==> src/rtl/stopwatch_control_pkg.sv <==
// Shared definitions for the stopwatch run/pause/lap/clear controller:
// FSM state encoding and BCD digit geometry.
package stopwatch_control_pkg;

   typedef enum logic [1:0] {
      IDLE    = 2'd0,
      RUNNING = 2'd1,
      PAUSED  = 2'd2,
      LAP     = 2'd3
   } state_t;

   localparam int DIGIT_W    = 4;
   localparam int NUM_DIGITS = 4;
   localparam int TIME_W     = DIGIT_W * NUM_DIGITS;

endpackage

==> src/rtl/stopwatch_control_button_conditioner.sv <==
// Raw push-button to one-cycle press pulse: optional inversion, 2-flop
// synchroniser, saturating debounce counter, registered rising-edge detect.
module button_conditioner #(
   parameter int DEBOUNCE_CYCLES = 1_000_000,
   parameter bit ACTIVE_LOW      = 1'b0
) (
   input  logic clk,
   input  logic rst,
   input  logic in,
   output logic pressed
);

   localparam int CW = (DEBOUNCE_CYCLES > 2) ? $clog2(DEBOUNCE_CYCLES) : 1;
   localparam logic [CW-1:0] LAST = CW'(DEBOUNCE_CYCLES - 1);

   logic          raw;
   logic          sync1;
   logic          sync2;
   logic          accepted;
   logic          accepted_d;
   logic [CW-1:0] count;

   assign raw = ACTIVE_LOW ? ~in : in;

   // The counter only runs while the synchronised level disagrees with the
   // accepted one, so it restarts on every bounce and stops at LAST.
   always_ff @(posedge clk) begin
      if (rst) begin
         sync1      <= 1'b0;
         sync2      <= 1'b0;
         accepted   <= 1'b0;
         accepted_d <= 1'b0;
         count      <= '0;
         pressed    <= 1'b0;
      end else begin
         sync1      <= raw;
         sync2      <= sync1;
         accepted_d <= accepted;
         pressed    <= accepted & ~accepted_d;
         if (sync2 == accepted) begin
            count <= '0;
         end else if (count == LAST) begin
            accepted <= sync2;
            count    <= '0;
         end else begin
            count <= count + 1'b1;
         end
      end
   end

endmodule

==> src/rtl/stopwatch_control.sv <==
// Stopwatch front end: conditions the two buttons, sequences
// IDLE/RUNNING/PAUSED/LAP, gates the second tick and picks live or lap time.
module stopwatch_control
   import stopwatch_control_pkg::*;
#(
   parameter int DEBOUNCE_CYCLES   = 1_000_000,
   parameter bit BUTTON_ACTIVE_LOW = 1'b0
) (
   input  logic              clk,
   input  logic              rst,
   input  logic              btn_start_stop,
   input  logic              btn_lap_reset,
   input  logic              tick_in,
   input  logic [TIME_W-1:0] time_live,
   output logic              count_enable,
   output logic              count_clear,
   output logic [TIME_W-1:0] display_number,
   output logic              running,
   output logic              lap_hold
);

   state_t            state;
   state_t            state_next;
   logic              clear_next;
   logic              capture;
   logic              start_stop;
   logic              lap_reset;
   logic [TIME_W-1:0] lap_value;

   button_conditioner #(
      .DEBOUNCE_CYCLES(DEBOUNCE_CYCLES),
      .ACTIVE_LOW     (BUTTON_ACTIVE_LOW)
   ) u_start_stop (
      .clk    (clk),
      .rst    (rst),
      .in     (btn_start_stop),
      .pressed(start_stop)
   );

   button_conditioner #(
      .DEBOUNCE_CYCLES(DEBOUNCE_CYCLES),
      .ACTIVE_LOW     (BUTTON_ACTIVE_LOW)
   ) u_lap_reset (
      .clk    (clk),
      .rst    (rst),
      .in     (btn_lap_reset),
      .pressed(lap_reset)
   );

   always_ff @(posedge clk) begin
      if (rst) begin
         state       <= IDLE;
         count_clear <= 1'b0;
         lap_value   <= '0;
      end else begin
         state       <= state_next;
         count_clear <= clear_next;
         if (capture) begin
            lap_value <= time_live;
         end
      end
   end

   // start_stop is examined first so a coincident lap_reset press is dropped.
   always_comb begin
      state_next = state;
      clear_next = 1'b0;
      capture    = 1'b0;
      if (start_stop) begin
         case (state)
            IDLE:    state_next = RUNNING;
            RUNNING: state_next = PAUSED;
            PAUSED:  state_next = RUNNING;
            LAP:     state_next = PAUSED;
            default: state_next = IDLE;
         endcase
      end else if (lap_reset) begin
         case (state)
            IDLE: begin
               clear_next = 1'b1;
            end
            RUNNING: begin
               state_next = LAP;
               capture    = 1'b1;
            end
            LAP: begin
               state_next = RUNNING;
            end
            PAUSED: begin
               state_next = IDLE;
               clear_next = 1'b1;
            end
            default: state_next = IDLE;
         endcase
      end
   end

   assign running        = (state == RUNNING) || (state == LAP);
   assign lap_hold       = (state == LAP);
   assign count_enable   = tick_in & running;
   assign display_number = lap_hold ? lap_value : time_live;

endmodule

==> config.mk <==
export PLATFORM = sky130hd
export DESIGN_NAME = stopwatch_control
export DESIGN_NICKNAME = d
export VERILOG_FILES = /design/src/rtl/stopwatch_control_pkg.sv /design/src/rtl/stopwatch_control_button_conditioner.sv /design/src/rtl/stopwatch_control.sv
export SDC_FILE = /design/constraint.sdc
export NUM_CORES = 1
export LEC_CHECK = 0
export ABC_CLOCK_PERIOD_IN_PS = 3100
export BUFFER_PORTS_ARGS = -buffer_cell sky130_fd_sc_hd__buf_2
export CAP_MARGIN = 0
export CORE_ASPECT_RATIO = 1.2
export CORE_MARGIN = 1
export CORE_UTILIZATION = 50
export CTS_CLUSTER_DIAMETER = 120
export DETAILED_ROUTE_END_ITERATION = 12
export PLACE_DENSITY = 0.82
export SLEW_MARGIN = 20
export SYNTH_ARGS = -nofsm -noshare
export SYNTH_HDL_FRONTEND = slang
export SYNTH_SLANG_ARGS = --single-unit
==> constraint.sdc <==
create_clock -name clk -period 3.1 [get_ports clk]
set_input_delay 0.62 -clock clk [delete_from_list [all_inputs] [get_ports clk]]
set_output_delay 0.62 -clock clk [all_outputs]
set_load 0.01 [all_outputs]
Yosys cells after proc, flatten, opt, wreduce, memory -nomap -nowiden

Index checks and enable logic that the tools add are counted.

Register bits after elaboration: 69
Input bits: 21

Add/subtract/negate cells: 2
Equality and inequality tests: 7
Multiplexer cells: 9
Bitwise logic cells: 8
Reductions and logical operators: 12

Operator list:

| cell                  | count |
|---|---|
| $add 20x1->20 const B | 2 |
| $eq 20x20->1 const B  | 2 |
| $mux 16               | 1 |
| $reduce_or 3->1       | 3 |
| $pmux 2 s3            | 1 |
| $reduce_and 2->1      | 3 |
| $not 1->1             | 5 |
| $eq 2x2->1 const B    | 2 |
| $mux 1                | 4 |
| $mux 2                | 2 |
| $pmux 2 s2            | 1 |
| $reduce_bool 4->1     | 1 |
| $reduce_or 2->1       | 2 |
| $and 1x1->1           | 3 |
| $eq 1x1->1            | 2 |
| $eq 2x1->1 const B    | 1 |
| $logic_not 2->1       | 1 |
| $reduce_bool 2->1     | 1 |
| $logic_or 1x1->1      | 1 |

Longest topological paths before layout

Gate-level depths: netlist of run 1.

Depth in word-level cells: 4
Mapped depth: 7
Mapped depth without buffers: 5

Hierarchy

Synthesis of run 1 repeated with hierarchy kept, for this count alone.

Cell total of the unflattened synthesis: 346
Area, all modules: 3271.9 um^2

By module, submodules not included:

| module             | instances | cells an instance | area an instance (um^2) | seq. area each (um^2) |
|---|---|---|---|---|
| button_conditioner | 2         | 117               | 1137.3                  | 500.5 |
| stopwatch_control  | 1         | 112               | 997.2                   | 380.4 |

Least setup slack after synthesis of run 1

Ideal clock, no wire load.

Kind: register to output
Start point: register state[0]
End point: output display_number[10]
Arrival time: 1.269 ns
Slack: 1.211 ns
Cell stages (with the launch flop): 5
Path through: dfxtp_1 > clkbuf_1 > nand2_1 > buf_2 > mux2_2

Cells in the longest elaborated chain, start to end: 2

Ends and longest elaborated chain:

| element                | line                     | source |
|---|---|---|
| from (decl)            | stopwatch_control.sv:22  | `state_t state;` |
| from (signal assigned) | stopwatch_control.sv:56  | `state <= state_next;` |
| $eq 2x2->1             | stopwatch_control.sv:99  | `assign lap_hold = (state == LAP);` |
| $mux 16                | stopwatch_control.sv:101 | `assign display_number = lap_hold ? lap_value : time_live;` |
| to (decl)              | stopwatch_control.sv:17  | `output logic [TIME_W-1:0] display_number,` |

Every way passes these cells.

Worst setup path in the final report of run 1

Start point: register state[0]
End point: output display_number[4]

Same word-level chain as after synthesis.

==> results of run 1 <==
-- power groups by stage --
stage | sequential, mW | clock (mW) | combinational (mW)
after floorplan | 0.911 | 0 | 0.0289
after global placement | 0.911 | 0 | 0.0552
after detailed placement | 0.911 | 0 | 0.0565
after CTS | 0.891 | 0.966 | 0.0570
after global routing | 0.891 | 1.00 | 0.0626
final | 0.891 | 0.951 | 0.0565
-- sequential cells by signal, indices dropped and copies added, names as in the netlist --
signal	count
u_lap_reset.count	20
u_lap_reset.accepted	1
state	2
u_lap_reset.sync1	1
u_start_stop.accepted_d	1
u_start_stop.count	20
lap_value	16
u_start_stop.sync2	1
u_start_stop.accepted	1
u_lap_reset.pressed	1
u_start_stop.pressed	1
u_lap_reset.sync2	1
u_start_stop.sync1	1
u_lap_reset.accepted_d	1
count_clear	1
-- final cells by class --
| class | instances | area, sq um | share of cell area |
|---|---|---|---|
| clock buffers | 9 | 124 | 0.0348 |
| clock inverters | 7 | 138 | 0.0387 |
| inverters | 6 | 22.5 | 0.00634 |
| multi-input cells | 251 | 1570 | 0.441 |
| flip-flops and latches | 69 | 1380 | 0.389 |
| well taps | 80 | 100 | 0.0282 |
| repair buffers | 43 | 223 | 0.0627 |
-- critical path, cell delays in order (launching register included) --
cell                      delay [ns]
sky130_fd_sc_hd__dfxtp_1        0.46
sky130_fd_sc_hd__nand2_1        0.45
sky130_fd_sc_hd__mux2_2         0.44
sky130_fd_sc_hd__buf_2          0.14
-- stage by stage --
| step | worst slack [ns] | util |
|---|---|---|
| 2_1_floorplan | 1.21 | - |
| 3_3_place_gp | 1.06 | 0.570 |
| 3_5_place_dp | 0.999 | 0.570 |
| 4_1_cts | 0.599 | 0.615 |
| 5_1_grt | 0.522 | 0.615 |
| 6_report | 0.645 | 0.615 |
-- synthesized netlist by cell type, types with 7 or more instances --
library cell	instances
sky130_fd_sc_hd__dfxtp_1	69
sky130_fd_sc_hd__nand2_1	45
sky130_fd_sc_hd__a21oi_1	30
sky130_fd_sc_hd__nor2_1	30
sky130_fd_sc_hd__xor2_1	19
sky130_fd_sc_hd__nand3_1	17
sky130_fd_sc_hd__mux2_2	16
sky130_fd_sc_hd__nand4_1	11
sky130_fd_sc_hd__nor2b_1	11
sky130_fd_sc_hd__clkbuf_1	9
sky130_fd_sc_hd__o21ai_0	9
sky130_fd_sc_hd__xnor2_1	8
sky130_fd_sc_hd__and3_1	7
sky130_fd_sc_hd__or4_1	7
-- routing by layer --
layer  wire length (microns)  share of wire
met2                    2670           0.47
met4                      97          0.017
met1                    2700           0.47
met3                     264          0.046
met5                       0              0
-- worst paths after layout --
check	start	endpoint	cells past startpoint	slack, ns
setup / recovery	state[0]	display_number[4]	3	0.65
hold / removal	u_lap_reset.accepted_d	u_lap_reset.pressed	1	0.39
setup reg to reg	u_start_stop.count[2]	u_start_stop.count[3]	4	1.02
hold reg to reg	u_lap_reset.accepted_d	u_lap_reset.pressed	1	0.39
-- logic make-up (layout without fill, tap and decap cells) --
| group | after synthesis | in the layout | synth area share |
|---|---|---|---|
| AND/OR/NAND/NOR | 158 | 158 | 0.278 |
| flip-flops | 69 | 69 | 0.450 |
| AO/OA/AOI/OAI | 48 | 48 | 0.0868 |
| XOR/XNOR | 27 | 27 | 0.0770 |
| buffers and inverters | 25 | 65 | 0.0416 |
| multiplexers | 16 | 16 | 0.0587 |
| adder cells (fa/ha/maj) | 2 | 2 | 0.00815 |
==> impl_metrics.prom, run 1 <==
# TYPE chip_impl_metric gauge
chip_impl_metric{name="finish.instance_area",unit="sq um"} 3550
chip_impl_metric{name="timing.final.max_slew_violations",unit=""} 0
chip_impl_metric{name="largest_net_degree_at_the_start_of_global_routing",unit=""} 31
chip_impl_metric{name="met2_usage",unit=""} 0.323
chip_impl_info{name="grt_most_used_layer",value="met2"} 1
chip_impl_metric{name="numPlacedInstances",unit=""} 449
chip_impl_metric{name="tritoncts_num_sinks",unit=""} 69
chip_impl_metric{name="p_seq_frac",unit=""} 0.469
chip_impl_metric{name="worst-path-max-fanout",unit=""} 17
chip_impl_metric{name="proportion_of_power_drawn_by_combinational_gates",unit=""} 0.030
chip_impl_metric{name="postSynth.asyncResetShare",unit=""} 0
chip_impl_metric{name="data_arrival_time_of_the_critical_path",unit="ns"} 1.83
chip_impl_metric{name="switching_power_of_the_nets",unit="mW"} 0.370
chip_impl_metric{name="critPathRequiredTime",unit="ns"} 2.48
chip_impl_info{name="ys.flop_type",value="sky130_fd_sc_hd__dfxtp_1"} 1
chip_impl_metric{name="finalNonFillerCells",unit=""} 465
chip_impl_metric{name="timing.final.setup_violations",unit=""} 0
chip_impl_metric{name="gr-usage-met3",unit=""} 0.0518
chip_impl_metric{name="floorplan.die_area",unit="sq um"} 6460
chip_impl_metric{name="drt_first_iter_violations",unit=""} 77
chip_impl_metric{name="placement.cell_area",unit="sq um"} 3290
chip_impl_metric{name="period_minus_slack",unit="ns"} 2.45
chip_impl_metric{name="floorplan_core_area",unit="sq um"} 5780
chip_impl_metric{name="die_height",unit="microns"} 87.8
chip_impl_metric{name="number_of_antenna_violations_at_the_first_check_in_global_routing",unit=""} 0
chip_impl_metric{name="cts-hold-fix-buffers",unit=""} 0
chip_impl_metric{name="dp_hpwl",unit="microns"} 3930
chip_impl_metric{name="clock_skew",unit="ns"} 0.00830
chip_impl_metric{name="avgSynthCellArea",unit="sq um"} 8.90
chip_impl_metric{name="drc",unit=""} 0
chip_impl_metric{name="port_buffers",unit=""} 40
chip_impl_info{name="netlist.top_cell.by_area",value="sky130_fd_sc_hd__dfxtp_1"} 1
chip_impl_metric{name="die_w",unit="microns"} 73.5
chip_impl_info{name="clock_tree_from_tritoncts",value="built"} 1
chip_impl_metric{name="postCtsResizedCells",unit=""} 0
chip_impl_metric{name="num-fill-cells",unit=""} 508
chip_impl_metric{name="grt-ovfl-total",unit=""} 0
chip_impl_metric{name="cts_max_level",unit=""} 3
chip_impl_metric{name="drive_above_1_share",unit=""} 0.221
chip_impl_metric{name="edff_count_synth",unit=""} 0
chip_impl_metric{name="io_pins",unit=""} 41
chip_impl_metric{name="synth.ff_latch_count",unit=""} 69
chip_impl_info{name="synth.area.top_cells",value="sky130_fd_sc_hd__dfxtp_1 (45%), sky130_fd_sc_hd__mux2_2 (5.9%), sky130_fd_sc_hd__nand2_1 (5.5%), sky130_fd_sc_hd__xor2_1 (5.4%), sky130_fd_sc_hd__a21oi_1 (4.9%)"} 1
chip_impl_metric{name="grt_pass1_vias",unit=""} 2236
chip_impl_metric{name="synth.net_count",unit=""} 368
chip_impl_metric{name="met1_usage",unit=""} 0.227
chip_impl_info{name="timing.critical_path.from_type",value="flop"} 1
chip_impl_metric{name="antenna_violating_nets_post_route",unit=""} 0
chip_impl_metric{name="post_synth_instance_area",unit="sq um"} 3070
chip_impl_metric{name="synth_top_cell_area_share",unit=""} 0.450
chip_impl_metric{name="firstDrtPassIters",unit=""} 4
chip_impl_metric{name="cts_buffer_depth",unit=""} 2
chip_impl_metric{name="floorplan.initialDensity",unit=""} 0.531
chip_impl_info{name="final_common_cell",value="sky130_fd_sc_hd__dfxtp_1"} 1
chip_impl_metric{name="tightest_slew",unit="ns"} 0.796
chip_impl_metric{name="clk_transition_reported_paths",unit="ns"} 0.07
chip_impl_metric{name="gp_congestion",unit=""} 0.799
chip_impl_metric{name="post-cts-setup-buffers",unit=""} 0
chip_impl_metric{name="clock_latency",unit="ns"} 0.35
chip_impl_metric{name="max_cap_viol_count",unit=""} 0
chip_impl_metric{name="tns",unit="ns"} 0
chip_impl_metric{name="wire_length_per_cell",unit="microns"} 12.3
chip_impl_metric{name="internal-power",unit="mW"} 1.53
chip_impl_metric{name="antenna_cells_inserted",unit=""} 0
chip_impl_metric{name="routed-via-count",unit=""} 2508
chip_impl_metric{name="final_min_period_over_clock_period",unit=""} 0.792
chip_impl_metric{name="syn2layout_area_growth",unit="%"} 15.8
chip_impl_info{name="outcome",value="complete, no violations"} 1
chip_impl_metric{name="viasPerCell",unit=""} 5.39
chip_impl_metric{name="power_frac_clock",unit=""} 0.501
chip_impl_info{name="most-common-layout-cells",value="sky130_fd_sc_hd__dfxtp_1 (69), sky130_fd_sc_hd__nand2_1 (45), sky130_fd_sc_hd__buf_2 (40)"} 1
chip_impl_metric{name="report.final.hold_viol_count",unit=""} 0
chip_impl_metric{name="synth.distinct_cells",unit=""} 41
chip_impl_metric{name="wire_length_of_the_first_global_routing_pass",unit="microns"} 9640
chip_impl_metric{name="power.density_cell_area",unit="nW/um^2"} 534
chip_impl_metric{name="total_leakage_power",unit="nW"} 1.26
chip_impl_metric{name="sw_frac_of_total",unit=""} 0.195
chip_impl_metric{name="detail_route.wirelength",unit="microns"} 5720
chip_impl_info{name="worst-setup-path-type",value="flop to output port"} 1
chip_impl_metric{name="grt_use_total",unit=""} 0.193
chip_impl_metric{name="slew-limit-headroom",unit=""} 0.469
chip_impl_info{name="worst_setup_end_kind",value="output port"} 1
chip_impl_info{name="root_buffer",value="sky130_fd_sc_hd__clkbuf_8"} 1
chip_impl_metric{name="postSynthCellCount",unit=""} 345
chip_impl_metric{name="cts_inserted_buffers",unit=""} 9
chip_impl_info{name="worst_hold_path_type",value="flop to flop"} 1
chip_impl_metric{name="fmax",unit="GHz"} 0.407
chip_impl_metric{name="fin_nets",unit=""} 403
chip_impl_metric{name="ys.warnings.count",unit=""} 0
chip_impl_metric{name="total_power",unit="mW"} 1.90
chip_impl_metric{name="finalHoldWorstSlack",unit="ns"} 0.388
chip_impl_metric{name="peakVddDrop",unit="mV"} 0.299
chip_impl_metric{name="placementRows",unit=""} 30
chip_impl_metric{name="synth_seq_area_share",unit=""} 0.450
chip_impl_info{name="grt_setup_unrepaired",value="no"} 1
Note: power is estimated with default switching activity, not from simulation.
==> run 2: changes to the inputs <==
--- a/config.mk
+++ b/config.mk
@@ -5,7 +5,7 @@
 export SDC_FILE = /design/constraint.sdc
 export NUM_CORES = 1
 export LEC_CHECK = 0
-export ABC_CLOCK_PERIOD_IN_PS = 3100
+export ABC_CLOCK_PERIOD_IN_PS = 2500
 export BUFFER_PORTS_ARGS = -buffer_cell sky130_fd_sc_hd__buf_2
 export CAP_MARGIN = 0
 export CORE_ASPECT_RATIO = 1.2
==> constraint.sdc (replaced) <==
create_clock -name clk -period 2.5 [get_ports clk]
set_input_delay 0.5 -clock clk [delete_from_list [all_inputs] [get_ports clk]]
set_output_delay 0.5 -clock clk [all_outputs]
set_load 0.01 [all_outputs]
==> run 2 against run 1 <==
Effect of this change:
- first-iteration DRC count increased by 57%
- via count is 0.92% lower
- sequential cell count is the same
- count of clock-buffer cells in the layout unchanged
- worst hold slack lost 0.021 ns
- core utilization fell by 1.4 points
- die area unchanged
- routed wire length rose by 0.10%
- setup slack worse by 0.46 ns
- critical path type unchanged
- largest power group is now sequential cells
==> impl_metrics.prom, run 2 (synthesis results as in run 1) <==
# TYPE chip_impl_metric gauge
chip_impl_info{name="outcome",value="complete, no violations"} 1
chip_impl_metric{name="internal-power",unit="mW"} 1.49
chip_impl_metric{name="cts_inserted_buffers",unit=""} 9
chip_impl_metric{name="timing.final.setup_violations",unit=""} 0
chip_impl_metric{name="report.final.hold_viol_count",unit=""} 0
chip_impl_metric{name="preCtsSetupSlack",unit="ns"} 0.534
chip_impl_metric{name="post-route-worst-setup-slack",unit="ns"} 0.182
chip_impl_metric{name="total_leakage_power",unit="nW"} 1.22
chip_impl_metric{name="floorplan.initialDensity",unit=""} 0.531
chip_impl_metric{name="floorplan.die_area",unit="sq um"} 6460
chip_impl_metric{name="grt_use_total",unit=""} 0.194
chip_impl_metric{name="max_cap_viol_count",unit=""} 0
chip_impl_metric{name="dp_hpwl",unit="microns"} 4080
chip_impl_metric{name="sw_frac_of_total",unit=""} 0.235
chip_impl_metric{name="proportion_of_power_drawn_by_combinational_gates",unit=""} 0.037
chip_impl_info{name="root_buffer",value="sky130_fd_sc_hd__clkbuf_8"} 1
chip_impl_metric{name="peakVddDrop",unit="mV"} 0.392
chip_impl_metric{name="placement.cell_area",unit="sq um"} 3310
chip_impl_metric{name="placementRows",unit=""} 30
chip_impl_info{name="grt_setup_unrepaired",value="no"} 1
chip_impl_info{name="timing.critical_path.from_type",value="flop"} 1
chip_impl_info{name="final_common_cell",value="sky130_fd_sc_hd__dfxtp_1"} 1
chip_impl_metric{name="wire_length_per_cell",unit="microns"} 12.3
chip_impl_metric{name="total_power",unit="mW"} 1.95
chip_impl_metric{name="floorplan_core_area",unit="sq um"} 5780
chip_impl_metric{name="num-fill-cells",unit=""} 543
chip_impl_metric{name="cts_buffer_depth",unit=""} 2
chip_impl_metric{name="grt_pass1_vias",unit=""} 2329
chip_impl_metric{name="power_frac_clock",unit=""} 0.396
chip_impl_metric{name="data_arrival_time_of_the_critical_path",unit="ns"} 1.82
chip_impl_metric{name="wire_length_of_the_first_global_routing_pass",unit="microns"} 9740
chip_impl_metric{name="routed-via-count",unit=""} 2485
chip_impl_info{name="worst_setup_end_kind",value="output port"} 1
chip_impl_metric{name="antenna_cells_inserted",unit=""} 0
chip_impl_metric{name="numPlacedInstances",unit=""} 451
chip_impl_metric{name="worst-path-max-fanout",unit=""} 17
chip_impl_metric{name="syn2layout_area_growth",unit="%"} 13.2
chip_impl_metric{name="clk_transition_reported_paths",unit="ns"} 0.08
chip_impl_metric{name="period_minus_slack",unit="ns"} 2.32
chip_impl_metric{name="die_height",unit="microns"} 87.8
chip_impl_metric{name="drc",unit=""} 0
chip_impl_metric{name="number_of_antenna_violations_at_the_first_check_in_global_routing",unit=""} 0
chip_impl_metric{name="cts-hold-fix-buffers",unit=""} 0
chip_impl_metric{name="slew-limit-headroom",unit=""} 0.560
chip_impl_metric{name="switching_power_of_the_nets",unit="mW"} 0.458
chip_impl_metric{name="cpPeakStageDelay",unit="ns"} 0.45
chip_impl_metric{name="finalHoldWorstSlack",unit="ns"} 0.367
chip_impl_metric{name="final_min_period_over_clock_period",unit=""} 0.927
chip_impl_metric{name="cts_max_level",unit=""} 3
chip_impl_info{name="most-common-layout-cells",value="sky130_fd_sc_hd__dfxtp_1 (69), sky130_fd_sc_hd__nand2_1 (45), sky130_fd_sc_hd__buf_2 (40)"} 1
chip_impl_metric{name="fmax",unit="GHz"} 0.431
chip_impl_metric{name="io_pins",unit=""} 41
chip_impl_metric{name="layout.core_utilization",unit=""} 0.601
chip_impl_metric{name="gp_congestion",unit=""} 0.817
chip_impl_metric{name="tritoncts_num_sinks",unit=""} 69
chip_impl_metric{name="fin_nets",unit=""} 405
chip_impl_metric{name="viasPerCell",unit=""} 5.32
chip_impl_metric{name="clock_skew",unit="ns"} 0.00842
chip_impl_info{name="cp_cell_sequence",value="nand2_1 -> mux2_2 -> buf_2"} 1
chip_impl_metric{name="port_buffers",unit=""} 40
chip_impl_metric{name="timing.final.max_slew_violations",unit=""} 0
chip_impl_metric{name="drt_first_iter_violations",unit=""} 121
chip_impl_info{name="worst_hold_path_type",value="input port to flop"} 1
chip_impl_metric{name="p_seq_frac",unit=""} 0.567
chip_impl_metric{name="tns",unit="ns"} 0
chip_impl_metric{name="postCtsResizedCells",unit=""} 0
chip_impl_info{name="registers_with_the_most_flip_flops",value="u_lap_reset.count (20), u_start_stop.count (20), lap_value (16)"} 1
chip_impl_info{name="worst-setup-path-type",value="flop to output port"} 1
chip_impl_metric{name="antenna_violating_nets_post_route",unit=""} 0
chip_impl_metric{name="detail_route.wirelength",unit="microns"} 5730
chip_impl_metric{name="power.density_cell_area",unit="nW/um^2"} 560
chip_impl_metric{name="critPathRequiredTime",unit="ns"} 2.00
chip_impl_metric{name="grt-ovfl-total",unit=""} 0
chip_impl_info{name="timing.critical_path.slowest_stage_cell",value="sky130_fd_sc_hd__dfxtp_1"} 1
chip_impl_metric{name="firstDrtPassIters",unit=""} 4
chip_impl_metric{name="largest_net_degree_at_the_start_of_global_routing",unit=""} 21
chip_impl_metric{name="post-cts-setup-buffers",unit=""} 0
chip_impl_metric{name="die_w",unit="microns"} 73.5
chip_impl_metric{name="tightest_slew",unit="ns"} 0.659
chip_impl_metric{name="finish.instance_area",unit="sq um"} 3470
chip_impl_metric{name="clock_latency",unit="ns"} 0.35
chip_impl_info{name="clock_tree_from_tritoncts",value="built"} 1
chip_impl_metric{name="drive_above_1_share",unit=""} 0.225
chip_impl_metric{name="finalNonFillerCells",unit=""} 467
## run 2: cell count changes in the layout (fill, tap and decap cells not counted), sizes merged
cell,delta
bufinv,-4
buf,+2
clkinv,+2
clkinvlp,+2
## run 2: final timing paths
path                           startpoint                    end  slack [ns]  cells past startpoint
setup / recovery                 state[0]      display_number[7]        0.18                      3
hold / removal             btn_start_stop     u_start_stop.sync1        0.37                      2
setup reg to reg     u_lap_reset.count[0]  u_lap_reset.count[14]        0.68                      5
hold reg to reg   u_start_stop.accepted_d   u_start_stop.pressed        0.38                      1
## run 2: critical path, delay by kind of cell, from the launching register on
kind	cells	cell delay, ns
AND/OR/NAND/NOR	1	0.44
flip-flops	1	0.45
buffers and inverters	1	0.14
multiplexers	1	0.43
## run 2: layout make-up
type / count / area [sq um] / area share
Clock buffer: 9 / 124 / 0.0357
Multi-Input combinational cell: 251 / 1570 / 0.451
Timing Repair Buffer: 45 / 238 / 0.0684
Clock inverter: 7 / 42.5 / 0.0122
Tap cell: 80 / 100 / 0.0288
Sequential cell: 69 / 1380 / 0.398
Inverter: 6 / 22.5 / 0.00648
## run 2: layer usage
| metal | share of wire | track usage | vias to the layer above |
|---|---|---|---|
| met3 | 0.054 | 0.0610 | 15 |
| met2 | 0.47 | 0.336 | 63 |
| met5 | 0 | 0 | - |
| li1 | - | - | 1273 |
| met4 | 0.021 | 0.0944 | 0 |
| met1 | 0.46 | 0.214 | 1134 |
## run 2: power groups by stage
| stage | Combinational (mW) | Clock (mW) | Sequential [mW] |
|---|---|---|---|
| after floorplan | 0.0358 | 0 | 1.13 |
| after global placement | 0.0699 | 0 | 1.13 |
| after detailed placement | 0.0714 | 0 | 1.13 |
| after CTS | 0.0717 | 0.788 | 1.10 |
| after global routing | 0.0784 | 0.833 | 1.10 |
| final | 0.0711 | 0.771 | 1.10 |
==> run 3: changes to the inputs <==
--- a/config.mk
+++ b/config.mk
@@ -14,6 +14,7 @@
 export CTS_CLUSTER_DIAMETER = 120
 export DETAILED_ROUTE_END_ITERATION = 12
 export PLACE_DENSITY = 0.82
+export REMOVE_ABC_BUFFERS = 1
 export SLEW_MARGIN = 20
 export SYNTH_ARGS = -nofsm -noshare
 export SYNTH_HDL_FRONTEND = slang
==> run 3 against run 2 <==
Effect of this change:
- global-route usage fell by 0.63 points
- clock skew is 0.0023 ns lower
- core utilization is 1.2 points higher
- sequential power hardly changed
==> impl_metrics.prom, run 3 (synthesis results as in run 1) <==
# TYPE chip_impl_metric gauge
chip_impl_metric{name="viasPerCell",unit=""} 5.31
chip_impl_info{name="outcome",value="complete, no violations"} 1
chip_impl_metric{name="wire_length_of_the_first_global_routing_pass",unit="microns"} 9490
chip_impl_info{name="most-common-layout-cells",value="sky130_fd_sc_hd__dfxtp_1 (69), sky130_fd_sc_hd__nand2_1 (45), sky130_fd_sc_hd__buf_2 (40)"} 1
chip_impl_metric{name="dp_hpwl",unit="microns"} 3890
chip_impl_metric{name="floorplan_core_area",unit="sq um"} 5780
chip_impl_metric{name="preCtsSetupSlack",unit="ns"} 0.526
chip_impl_metric{name="tightest_slew",unit="ns"} 0.656
chip_impl_metric{name="grt_use_total",unit=""} 0.188
chip_impl_metric{name="detail_route.wirelength",unit="microns"} 5700
chip_impl_info{name="final_common_cell",value="sky130_fd_sc_hd__dfxtp_1"} 1
chip_impl_metric{name="fmax",unit="GHz"} 0.434
chip_impl_metric{name="tns",unit="ns"} 0
chip_impl_metric{name="gp_congestion",unit=""} 0.805
chip_impl_metric{name="multi_input_comb_area",unit="sq um"} 1570
chip_impl_metric{name="post-cts-setup-buffers",unit=""} 0
chip_impl_metric{name="port_buffers",unit=""} 40
chip_impl_metric{name="die_height",unit="microns"} 87.8
chip_impl_metric{name="antenna_cells_inserted",unit=""} 0
chip_impl_metric{name="finish.instance_area",unit="sq um"} 3550
chip_impl_metric{name="peakVddDrop",unit="mV"} 0.334
chip_impl_metric{name="report.final.hold_viol_count",unit=""} 0
chip_impl_metric{name="firstDrtPassIters",unit=""} 4
chip_impl_info{name="root_buffer",value="sky130_fd_sc_hd__clkbuf_8"} 1
chip_impl_metric{name="postCtsResizedCells",unit=""} 0
chip_impl_metric{name="io_pins",unit=""} 41
chip_impl_metric{name="floorplan.die_area",unit="sq um"} 6460
chip_impl_info{name="timing.critical_path.slowest_stage_cell",value="sky130_fd_sc_hd__dfxtp_1"} 1
chip_impl_metric{name="timing.final.setup_violations",unit=""} 0
chip_impl_info{name="cp_cell_sequence",value="nand2_1 -> mux2_2 -> buf_2"} 1
chip_impl_metric{name="die_w",unit="microns"} 73.5
chip_impl_metric{name="cts_buffer_depth",unit=""} 2
chip_impl_info{name="timing.critical_path.from_type",value="flop"} 1
chip_impl_metric{name="syn2layout_area_growth",unit="%"} 15.5
chip_impl_metric{name="number_of_antenna_violations_at_the_first_check_in_global_routing",unit=""} 0
chip_impl_metric{name="tritoncts_num_sinks",unit=""} 69
chip_impl_metric{name="total_leakage_power",unit="nW"} 1.26
chip_impl_metric{name="fin_nets",unit=""} 404
chip_impl_info{name="cpLargestDelayFamily",value="flip-flops"} 1
chip_impl_metric{name="floorplan.initialDensity",unit=""} 0.531
chip_impl_metric{name="routed-via-count",unit=""} 2475
chip_impl_metric{name="largest_net_degree_at_the_start_of_global_routing",unit=""} 31
chip_impl_info{name="worst_hold_path_type",value="input port to flop"} 1
chip_impl_metric{name="clock_latency",unit="ns"} 0.34
chip_impl_metric{name="worst-path-max-fanout",unit=""} 17
chip_impl_info{name="grt_setup_unrepaired",value="no"} 1
chip_impl_metric{name="max_cap_viol_count",unit=""} 0
chip_impl_info{name="worst-setup-path-type",value="flop to output port"} 1
chip_impl_metric{name="num-fill-cells",unit=""} 507
chip_impl_metric{name="cts-hold-fix-buffers",unit=""} 0
chip_impl_metric{name="cts_max_level",unit=""} 3
chip_impl_metric{name="placement.cell_area",unit="sq um"} 3300
chip_impl_metric{name="timing.final.max_slew_violations",unit=""} 0
chip_impl_metric{name="drc",unit=""} 0
chip_impl_metric{name="drive_above_1_share",unit=""} 0.223
chip_impl_metric{name="grt-ovfl-total",unit=""} 0
chip_impl_metric{name="cts_inserted_buffers",unit=""} 9
chip_impl_metric{name="cpPeakStageDelay",unit="ns"} 0.45
chip_impl_metric{name="clk_transition_reported_paths",unit="ns"} 0.07
chip_impl_metric{name="wire_length_per_cell",unit="microns"} 12.2
chip_impl_metric{name="period_minus_slack",unit="ns"} 2.30
chip_impl_metric{name="placementRows",unit=""} 30
chip_impl_info{name="clock_tree_from_tritoncts",value="built"} 1
chip_impl_metric{name="drt_first_iter_violations",unit=""} 87
chip_impl_metric{name="power.density_cell_area",unit="nW/um^2"} 642
chip_impl_metric{name="critPathRequiredTime",unit="ns"} 2.00
chip_impl_metric{name="antenna_violating_nets_post_route",unit=""} 0
chip_impl_metric{name="clock_skew",unit="ns"} 0.00610
chip_impl_info{name="registers_with_the_most_flip_flops",value="u_lap_reset.count (20), u_start_stop.count (20), lap_value (16)"} 1
chip_impl_metric{name="post-route-worst-setup-slack",unit="ns"} 0.195
chip_impl_metric{name="grt_pass1_vias",unit=""} 2279
chip_impl_metric{name="data_arrival_time_of_the_critical_path",unit="ns"} 1.80
chip_impl_metric{name="critical_path_buf_inv_count",unit=""} 1
chip_impl_metric{name="finalHoldWorstSlack",unit="ns"} 0.369
chip_impl_metric{name="slew-limit-headroom",unit=""} 0.560
chip_impl_metric{name="regArea",unit="sq um"} 1380
chip_impl_info{name="worst_setup_end_kind",value="output port"} 1
chip_impl_metric{name="final_min_period_over_clock_period",unit=""} 0.922
-- run 3: cell count changes in the layout (fill, tap and decap cells not counted) --
cell                         previous run  this run
sky130_fd_sc_hd__clkinvlp_4             3         0
sky130_fd_sc_hd__clkinv_4               0         1
sky130_fd_sc_hd__clkinv_2               4         1
sky130_fd_sc_hd__bufinv_16              0         3
sky130_fd_sc_hd__inv_6                  0         2
sky130_fd_sc_hd__buf_4                  5         4
-- run 3: power by group --
group	total, mW	switching, mW	leakage [nW]	internal [mW]
registers	1.10	0.00218	0.556	1.10
clock network	1.10	0.432	0.124	0.669
logic	0.0709	0.0363	0.580	0.0345
-- run 3: metrics by stage --
| stage | utilization | power [mW] | instances |
|---|---|---|---|
| detailed placement | 0.571 | 1.20 | 450 |
| floorplan | - | 1.16 | 326 |
| finish | 0.613 | 2.28 | 466 |
| global placement | 0.571 | 1.20 | 450 |
| global route | 0.613 | 2.36 | 466 |
| CTS | 0.613 | 2.30 | 466 |
-- run 3: final cells by class --
type                            instances  share of cell area
Sequential cell                        69               0.390
Inverter                                6             0.00635
Clock inverter                          7              0.0342
Multi-Input combinational cell        251               0.442
Clock buffer                            9              0.0349
Timing Repair Buffer                   44              0.0649
Tap cell                               80              0.0282
-- run 3: path summary, 6_finish.rpt --
path | start | endpoint | slack, ns | cells past startpoint
setup reg to reg | u_start_stop.count[2] | u_start_stop.count[18] | 0.65 | 4
hold / removal | btn_start_stop | u_start_stop.sync1 | 0.37 | 2
hold reg to reg | u_start_stop.accepted_d | u_start_stop.pressed | 0.38 | 1
setup / recovery | state[0] | display_number[7] | 0.20 | 3
-- run 3: layer usage --
| metal | global-route usage | share of wire | vias to the layer above |
|---|---|---|---|
| met2 | 0.323 | 0.48 | 49 |
| met4 | 0.0769 | 0.011 | 0 |
| li1 | - | - | 1276 |
| met3 | 0.0621 | 0.049 | 4 |
| met5 | 0 | 0 | - |
| met1 | 0.214 | 0.46 | 1146 |
